**config.mk**
```make
export PLATFORM = sky130hd
export DESIGN_NAME = mult_scheduler_flat
export DESIGN_NICKNAME = d
export VERILOG_FILES = /design/src/rtl/mult_pkg.sv /design/src/rtl/mult_scheduler_if.sv /design/src/rtl/seq_mult_core.sv /design/src/rtl/mult_scheduler.sv /design/src/flat_wrapper.sv
export SDC_FILE = /design/constraint.sdc
export NUM_CORES = 1
export LEC_CHECK = 0
export CAP_MARGIN = 10
export CELL_PAD_IN_SITES_DETAIL_PLACEMENT = 2
export CELL_PAD_IN_SITES_GLOBAL_PLACEMENT = 2
export CORE_AREA = 2 2 96 98
export CTS_CLUSTER_DIAMETER = 40
export DETAILED_ROUTE_END_ITERATION = 10
export DIE_AREA = 0 0 98 100
export GPL_TIMING_DRIVEN = 0
export PLACE_DENSITY_LB_ADDON = 0.25
export SLEW_MARGIN = 20
export SYNTH_ARGS = -nofsm -noshare
export SYNTH_HDL_FRONTEND = slang
export SYNTH_SLANG_ARGS = --single-unit
```
**constraint.sdc**
```tcl
create_clock -name clk -period 6.9 [get_ports clk]
set_input_delay 0.69 -clock clk [delete_from_list [all_inputs] [get_ports clk]]
set_output_delay 0.69 -clock clk [all_outputs]
set_load 0.1 [all_outputs]
```
**src/rtl/mult_pkg.sv**
```systemverilog
// Shared constants and FSM encoding for the multiply scheduler.
package mult_pkg;

  localparam int unsigned WIDTH = 6;
  localparam int unsigned N_REQ = 4;
  localparam int unsigned ID_W  = 2;

  typedef enum logic [1:0] {
    IDLE = 2'd0,
    RUN  = 2'd1,
    DONE = 2'd2
  } state_t;

endpackage

```
**src/rtl/mult_scheduler_if.sv**
```systemverilog
// Requester/response bus between the requesters and the multiply scheduler.
interface mult_scheduler_if #(
  parameter int unsigned WIDTH = mult_pkg::WIDTH,
  parameter int unsigned N_REQ = mult_pkg::N_REQ
);

  logic [N_REQ-1:0]         req;
  logic [N_REQ*WIDTH-1:0]   a_in;
  logic [N_REQ*WIDTH-1:0]   b_in;
  logic [N_REQ-1:0]         gnt;
  logic                     busy;
  logic                     resp_valid;
  logic                     resp_ready;
  logic [mult_pkg::ID_W-1:0] resp_id;
  logic [2*WIDTH-1:0]       product;

  // Requester / consumer side
  modport master (
    output req, a_in, b_in, resp_ready,
    input  gnt, busy, resp_valid, resp_id, product
  );

  // Scheduler side
  modport slave (
    input  req, a_in, b_in, resp_ready,
    output gnt, busy, resp_valid, resp_id, product
  );

endinterface

```
**src/rtl/seq_mult_core.sv**
```systemverilog
// Shift-add unsigned multiplier: one partial-product step per cycle for WIDTH cycles.
module seq_mult_core #(
  parameter int unsigned WIDTH = mult_pkg::WIDTH
) (
  input  logic               clk,
  input  logic               rst,
  input  logic               start,
  input  logic [WIDTH-1:0]   a,
  input  logic [WIDTH-1:0]   b,
  output logic [2*WIDTH-1:0] product,
  output logic               done
);

  localparam int unsigned PW    = 2 * WIDTH;
  localparam int unsigned CNT_W = $clog2(WIDTH + 1);

  logic [PW-1:0]    mcand;
  logic [WIDTH-1:0] mplier;
  logic [CNT_W-1:0] cnt;

  // Load operands on start, then shift/add until the step counter drains
  always_ff @(posedge clk) begin
    if (rst) begin
      mcand   <= '0;
      mplier  <= '0;
      product <= '0;
      cnt     <= '0;
    end else if (start) begin
      mcand   <= PW'(a);
      mplier  <= b;
      product <= '0;
      cnt     <= CNT_W'(WIDTH);
    end else if (cnt != '0) begin
      if (mplier[0]) begin
        product <= product + mcand;
      end
      mcand  <= mcand << 1;
      mplier <= mplier >> 1;
      cnt    <= cnt - CNT_W'(1);
    end
  end

  // High during the final step, so the product is complete from the next cycle on
  assign done = (cnt == CNT_W'(1));

endmodule

```
**src/rtl/mult_scheduler.sv**
```systemverilog
// Round-robin arbiter feeding a single sequential multiplier, with a held response.
module mult_scheduler #(
  parameter int unsigned WIDTH = mult_pkg::WIDTH,
  parameter int unsigned N_REQ = mult_pkg::N_REQ
) (
  input  logic             clk,
  input  logic             rst,
  mult_scheduler_if.slave  bus
);

  import mult_pkg::*;

  state_t            state;
  state_t            next_state;
  logic [ID_W-1:0]   ptr;
  logic [ID_W-1:0]   winner;
  logic              any_req;
  logic              start;
  logic              core_done;
  logic [WIDTH-1:0]  a_sel;
  logic [WIDTH-1:0]  b_sel;
  logic [ID_W-1:0]   resp_id_q;
  logic [N_REQ-1:0]  gnt_c;
  logic [2*WIDTH-1:0] core_product;

  // Round-robin search starting at ptr
  always_comb begin
    logic [ID_W-1:0] idx;
    idx     = '0;
    winner  = '0;
    any_req = 1'b0;
    for (int unsigned i = 0; i < N_REQ; i++) begin
      idx = ID_W'((32'(ptr) + i) % N_REQ);
      if (!any_req && bus.req[idx]) begin
        any_req = 1'b1;
        winner  = idx;
      end
    end
  end

  // Operand mux for the winning requester
  always_comb begin
    a_sel = '0;
    b_sel = '0;
    for (int unsigned i = 0; i < N_REQ; i++) begin
      if (winner == ID_W'(i)) begin
        a_sel = bus.a_in[i*WIDTH +: WIDTH];
        b_sel = bus.b_in[i*WIDTH +: WIDTH];
      end
    end
  end

  // State register
  always_ff @(posedge clk) begin
    if (rst) begin
      state <= IDLE;
    end else begin
      state <= next_state;
    end
  end

  // Next-state logic
  always_comb begin
    next_state = state;
    case (state)
      IDLE:    if (any_req)        next_state = RUN;
      RUN:     if (core_done)      next_state = DONE;
      DONE:    if (bus.resp_ready) next_state = IDLE;
      default:                     next_state = IDLE;
    endcase
  end

  // Output decode; grant is combinational in the IDLE cycle and masked by reset
  always_comb begin
    gnt_c      = '0;
    start      = 1'b0;
    bus.busy       = (state != IDLE);
    bus.resp_valid = (state == DONE);
    if (state == IDLE && any_req && !rst) begin
      gnt_c[winner] = 1'b1;
      start         = 1'b1;
    end
  end

  // Pointer advance and response owner capture at grant
  always_ff @(posedge clk) begin
    if (rst) begin
      ptr       <= '0;
      resp_id_q <= '0;
    end else if (start) begin
      ptr       <= (winner == ID_W'(N_REQ - 1)) ? '0 : winner + ID_W'(1);
      resp_id_q <= winner;
    end
  end

  seq_mult_core #(.WIDTH(WIDTH)) u_core (
    .clk     (clk),
    .rst     (rst),
    .start   (start),
    .a       (a_sel),
    .b       (b_sel),
    .product (core_product),
    .done    (core_done)
  );

  assign bus.gnt     = gnt_c;
  assign bus.resp_id = resp_id_q;
  assign bus.product = core_product;

endmodule

```
**src/flat_wrapper.sv**
```systemverilog
// flat-port wrapper written by rule: the top's interface ports become plain ports
module mult_scheduler_flat import mult_pkg::*;
#(
  parameter int unsigned WIDTH = mult_pkg::WIDTH,
  parameter int unsigned N_REQ = mult_pkg::N_REQ
)
  (clk, rst, bus_req, bus_a_in, bus_b_in, bus_resp_ready, bus_gnt, bus_busy, bus_resp_valid, bus_resp_id, bus_product);
  mult_scheduler_if #(.WIDTH(WIDTH), .N_REQ(N_REQ)) bus_i ();
  input  logic clk;
  input  logic rst;
  input wire logic [$bits(bus_i.req)-1:0] bus_req;
  input wire logic [$bits(bus_i.a_in)-1:0] bus_a_in;
  input wire logic [$bits(bus_i.b_in)-1:0] bus_b_in;
  input wire logic [$bits(bus_i.resp_ready)-1:0] bus_resp_ready;
  output wire logic [$bits(bus_i.gnt)-1:0] bus_gnt;
  output wire logic [$bits(bus_i.busy)-1:0] bus_busy;
  output wire logic [$bits(bus_i.resp_valid)-1:0] bus_resp_valid;
  output wire logic [$bits(bus_i.resp_id)-1:0] bus_resp_id;
  output wire logic [$bits(bus_i.product)-1:0] bus_product;
  assign bus_i.req = bus_req;
  assign bus_i.a_in = bus_a_in;
  assign bus_i.b_in = bus_b_in;
  assign bus_i.resp_ready = bus_resp_ready;
  assign bus_gnt = bus_i.gnt;
  assign bus_busy = bus_i.busy;
  assign bus_resp_valid = bus_i.resp_valid;
  assign bus_resp_id = bus_i.resp_id;
  assign bus_product = bus_i.product;
  mult_scheduler #(.WIDTH(WIDTH), .N_REQ(N_REQ)) u_core (.clk(clk), .rst(rst), .bus(bus_i));
endmodule
```
==> results of run 1 <==
report_power, final:
part / switching (mW) / total (mW) / internal, mW
clock: 0.0881 / 0.207 / 0.119
combinational: 0.158 / 0.271 / 0.113
sequential: 0.0180 / 0.262 / 0.244
per-stage QoR:
step                worst slack, ps  area, µm²  cells
CTS                            1780       3500    491
global placement               1890       3370    483
detailed placement             1820       3370    483
global route                   1540       3500    491
finish                         1840       3500    491
floorplan                      1960       2500    299
tightest hold or removal path, cell delays in order, from the launching register on:
cell and delay [ps]:
dfxtp_1 320, nand2_1 50, a21oi_1 50
sequential cells by signal, indices dropped and copies added (netlist names):
name                   cells
u_core.u_core.product     12
u_core.u_core.cnt          3
u_core.bus.resp_id         2
u_core.ptr                 2
u_core.u_core.mplier       6
u_core.u_core.mcand       12
u_core.state               2
per-layer routing:
metal	vias to the layer above	GRT usage	routed length (µm)
li1	1259	-	-
met5	-	0	0
met3	4	0.0404	473
met2	69	0.317	4050
met1	1205	0.204	3620
met4	0	0.0385	64
worst min path at each step:
stage / slack, ps / startpoint / cells after the start / to
after CTS: 470 / u_core.bus.resp_id[0] / 2 / u_core.bus.resp_id[0]
after global routing: 500 / u_core.bus.resp_id[1] / 2 / u_core.bus.resp_id[1]
after detailed placement: 450 / u_core.state[1] / 1 / u_core.state[0]
final: 470 / u_core.bus.resp_id[0] / 2 / u_core.bus.resp_id[0]
after floorplan: 420 / u_core.state[1] / 1 / u_core.state[0]
after global placement: 440 / u_core.state[1] / 1 / u_core.state[0]
kinds of logic after synthesis:
kind of cell / share of synthesized area
simple gates: 0.219
compound gates: 0.225
flops: 0.312
buf+inv: 0.0495
mux: 0.0839
fa+ha+maj: 0.0929
xor+xnor: 0.0175
Yosys cell counts (all sizes together), types with 5 or more instances:
cell     n  area, µm²
mux2i   21        210
nand2   21       78.8
a221oi  12        105
nand2b   5       33.8
inv      7       26.3
o21ai    6       30.0
a211oi  25        188
a21oi   22        110
dfxtp   39        781
ha      17        213
nor2    17       66.3
nor3    19       95.1
nor2b   17        106
nand3    8       40.0
and3     5       31.3
clkbuf  19       71.3
cell type report:
type                    count  area [µm²]
clock buffers               6        82.6
inverters                   7        26.3
multi-input cells         231        1600
fillers                  1029        5390
clock inverters             2        38.8
plain buffers              22        97.6
repair buffers             73         731
well taps                 111         139
flip-flops and latches     39         781
==> flow_summary.ini, run 1 <==
[clocking]
cts_buffers = 5
cts_setup_buffers = 0
htreeDepth = 2
cts_hold_buf = 0
post_cts_resized = 0
clock-root-buffer = clkbuf_8
cts_sinks = 39
insertion_delay_ps = 300
cts.clk_slew.worst_paths_ps = 80
cts_tree = done
clock_path_buffers = 2

[power]
p_leak_nw = 1.38
p_total_mw = 0.740
powerDensity_nw_per_um2 = 212
peakVddDrop_mv = 0.0733

[floorplan]
die-area_um2 = 9800
chipWidth_um = 98
placeableCoreArea_um2 = 8890
fp.dieH_um = 100
initial_core_util = 0.282
ios = 75
rows = 35

[yosys]
async_flop_share = 0
synth_nets = 372
ys_warn_count = 0
synthFlopType = dfxtp_1
seq_area_frac_synth = 0.312
synth_edf_count = 0
syn-cell-area_um2 = 2500
synth-seq-cells = 39
ys_types = 41
syn-instance-count = 299
synth_area_per_cell_um2 = 8.38

[outcome]
status = complete, no violations

[timing]
worstMarginPinSlew_ps = 990
hold_viol_final = 0
hold_ws_ps = 469
max-slew-margin-rel = 0.338
finalCriticalPeriod_ps = 5060
fin_crit_sh = 0.734
fmax_ghz = 0.197
fin_skew_ps = 7.46
maxSlewViolCount = 0
finalSetupTns_ps = 0
rsz0062_at_grt = no
setup_viol = 0

[route]
drt_iter0_drc = 35
routed_wirelength_um = 8200
ant_nets = 0
num_vias = 2537
drtPass1Iterations = 4
routed_via_density = 5.17
route.detailed.drc = 0
wire_per_inst_um = 16.7

[global_routing]
grt_pass1_vias = 2819
grt_use_total = 0.172
overflow = 0
grt_pass1_wl_um = 13800
antenna_found_initial = 0
grt_max_degree = 14

[critical_path]
startpoint = bus_req[0]
r2r-end = u_core.u_core.mcand[2]
crit_path_end = bus_gnt[3]
cp_num_cells = 11
slowest_stage = clkdlybuf4s50_1
r2r_start = u_core.ptr[1]
path_max_fanout = 10
worstSetupEndpointType = output port
cp_slowest_stage_delay_ps = 1180
crit_top_cell = clkdlybuf4s50_1
worst-endpoint-required_ps = 6210
path_cells = clkdlybuf4s50_1, mux2i_1, nor2_1, a311oi_1, nand2_1, inv_1, ha_1, buf_1, clkbuf_1, nor3b_1, clkdlybuf4s50_1
r2r_cells = 11
critPathKind = input pin to output port
path_delay_family = buffers and inverters
r2r_slack_ps = 3950
arrival_ps = 4370
crit_buf_inv = 5
start_kind = input pin

[cells_and_area]
final_core_util = 0.393
area_delta_synth_final_pct = 39.6
diodes = 0
drive_gt1_frac = 0.0421
final_cell_mix = 73 x clkdlybuf4s50_1, 39 x dfxtp_1, 25 x a211oi_1
nNetsFinal = 452
final_common_cell = clkdlybuf4s50_1

[placed_design]
gp_congestion = 0.733
io_buffers = 73
dp_hpwl_um = 6690

[job]
cap_violations = 0

[min_path]
worst_hold_path_type = flop to flop
Note: power is estimated with default switching activity, not from simulation.
==> run 2, diff against run 1 <==
--- a/config.mk
+++ b/config.mk
@@ -8,10 +8,10 @@
 export CAP_MARGIN = 10
 export CELL_PAD_IN_SITES_DETAIL_PLACEMENT = 2
 export CELL_PAD_IN_SITES_GLOBAL_PLACEMENT = 2
-export CORE_AREA = 2 2 96 98
+export CORE_AREA = 2 2 100 102
 export CTS_CLUSTER_DIAMETER = 40
 export DETAILED_ROUTE_END_ITERATION = 10
-export DIE_AREA = 0 0 98 100
+export DIE_AREA = 0 0 102 104
 export GPL_TIMING_DRIVEN = 0
 export PLACE_DENSITY_LB_ADDON = 0.25
 export SLEW_MARGIN = 20
==> constraint.sdc (replaced) <==
create_clock -name clk -period 4.8 [get_ports clk]
set_input_delay 0.48 -clock clk [delete_from_list [all_inputs] [get_ports clk]]
set_output_delay 0.48 -clock clk [all_outputs]
set_load 0.1 [all_outputs]
==> run 2 against run 1 <==
Compared with the run above: clock skew up 3.0 ps; hold slack worse by 2.3 ps; cell count up 4.5%; highest routed layer unchanged.
==> flow_summary.ini, run 2 (same netlist as run 1, synthesis figures left out) <==
[outcome]
status = complete, no violations

[placed_design]
dp_hpwl_um = 6930
io_buffers = 73
place_area_um2 = 3400
gp_congestion = 0.836

[clocking]
cts.clk_slew.worst_paths_ps = 80
cts_tree = done
htreeDepth = 2
cts_buffers = 5
insertion_delay_ps = 300
post_cts_resized = 0
cts_sinks = 39
cts_setup_buffers = 0
clock-root-buffer = clkbuf_8
cts_hold_buf = 0
clock_path_buffers = 2

[power]
powerDensity_nw_per_um2 = 288
p_leak_nw = 1.38
peakVddDrop_mv = 0.122

[route]
wire_per_inst_um = 16.3
route.detailed.drc = 0
routed_via_density = 4.94
drtPass1Iterations = 4
ant_nets = 0
drt_iter0_drc = 46
num_vias = 2536
routed_wirelength_um = 8370

[floorplan]
initial_core_util = 0.262
fp.dieH_um = 104
chipWidth_um = 102
rows = 36
placeableCoreArea_um2 = 9550
ios = 75
die-area_um2 = 10600

[cells_and_area]
stdcell_area_um2 = 3500
diodes = 0
fillers = 1121
reg_top3 = u_core.u_core.mcand: 12 flops, u_core.u_core.product: 12 flops, u_core.u_core.mplier: 6 flops
area_delta_synth_final_pct = 39.6
final_core_util = 0.366
final_cell_mix = 72 x clkdlybuf4s50_1, 39 x dfxtp_1, 25 x a211oi_1
drive_gt1_frac = 0.0421
final_common_cell = clkdlybuf4s50_1
nNetsFinal = 452

[critical_path]
start_kind = input pin
arrival_ps = 3820
crit_buf_inv = 3
r2r_start = u_core.ptr[1]
r2r_slack_ps = 1920
path_cells = clkdlybuf4s50_1, or4_4, nand2_1, ha_1, clkbuf_1, nor3b_1, clkdlybuf4s50_1
crit_top_cell = clkdlybuf4s50_1
critPathKind = input pin to output port
cp_slowest_stage_delay_ps = 1170
worstSetupEndpointType = output port
path_max_fanout = 10
slowest_stage = clkdlybuf4s50_1
path_delay_family = buffers and inverters
worst-endpoint-required_ps = 4320
r2r_cells = 11
r2r-end = u_core.u_core.mcand[4]

[global_routing]
antenna_found_initial = 0
grt_max_degree = 15
overflow = 0
grt_use_total = 0.163
grt_pass1_wl_um = 13800
grt_pass1_vias = 2768

[timing]
finalCriticalPeriod_ps = 4300
max-slew-margin-rel = 0.338
fin_crit_sh = 0.896
maxSlewViolCount = 0
finalSetupTns_ps = 0
worstMarginPinSlew_ps = 990
fin_skew_ps = 10.5
rsz0062_at_grt = no
hold_viol_final = 0
setup_viol = 0
fmax_ghz = 0.233

[job]
cap_violations = 0

[min_path]
worst_hold_path_type = flop to flop
hp-start = u_core.state[1]
min_to = u_core.state[0]
hold-path-cell-count = 1
[run 2: cell types whose count changed in the layout (fill, tap and decap cells not counted), sizes merged]
cell	before	now
bufinv	1	0
clkbuf	25	24
clkdlybuf4s50	73	72
clkinvlp	0	2
dlymetal6s2s	0	1
[run 2: worst max-delay path by stage]
| stage | endpoint | slack, ps | start | cells past startpoint |
|---|---|---|---|---|
| 5_1_grt | bus_gnt[1] | 200 | bus_req[0] | 10 |
| 2_1_floorplan | bus_gnt[3] | 280 | bus_req[2] | 9 |
| 3_3_place_gp | bus_gnt[3] | 210 | bus_req[0] | 11 |
| 3_5_place_dp | bus_gnt[3] | 140 | bus_req[0] | 11 |
| 4_1_cts | bus_gnt[3] | 110 | bus_req[0] | 11 |
| 6_report | bus_gnt[2] | 500 | bus_req[0] | 7 |
[run 2: power by group]
| group | total, mW | switching [mW] | leakage (nW) | internal [mW] |
|---|---|---|---|---|
| Clock | 0.239 | 0.135 | 0.0408 | 0.104 |
| Sequential | 0.376 | 0.0250 | 0.319 | 0.351 |
| Combinational | 0.391 | 0.228 | 1.02 | 0.163 |
| Total | 1.01 | 0.388 | 1.38 | 0.618 |
[run 2: through the flow]
step	hold slack [ps]	setup slack, ps	power (mW)	instances
2_1_floorplan	420	278	0.643	299
3_3_place_gp	444	206	0.770	505
3_5_place_dp	458	141	0.782	505
4_1_cts	474	108	1.03	513
5_1_grt	497	199	1.08	513
6_report	467	500	1.01	513
[run 2: final cells by class]
| class | count | area, µm² | share of cell area |
|---|---|---|---|
| clock inverters | 3 | 23.8 | 0.00680 |
| flip-flops and latches | 39 | 781 | 0.223 |
| multi-input cells | 231 | 1600 | 0.458 |
| repair buffers | 73 | 733 | 0.210 |
| plain buffers | 22 | 97.6 | 0.0279 |
| well taps | 133 | 166 | 0.0476 |
| clock buffers | 5 | 68.8 | 0.0197 |
| inverters | 7 | 26.3 | 0.00751 |
[run 2: routing by layer]
| layer | GRT usage | part of all wire | vias up |
|---|---|---|---|
| li1 | - | - | 1261 |
| met3 | 0.0444 | 0.060 | 5 |
| met1 | 0.202 | 0.45 | 1200 |
| met4 | 0.0343 | 0.0094 | 0 |
| met2 | 0.281 | 0.48 | 70 |
| met5 | 0 | 0 | - |
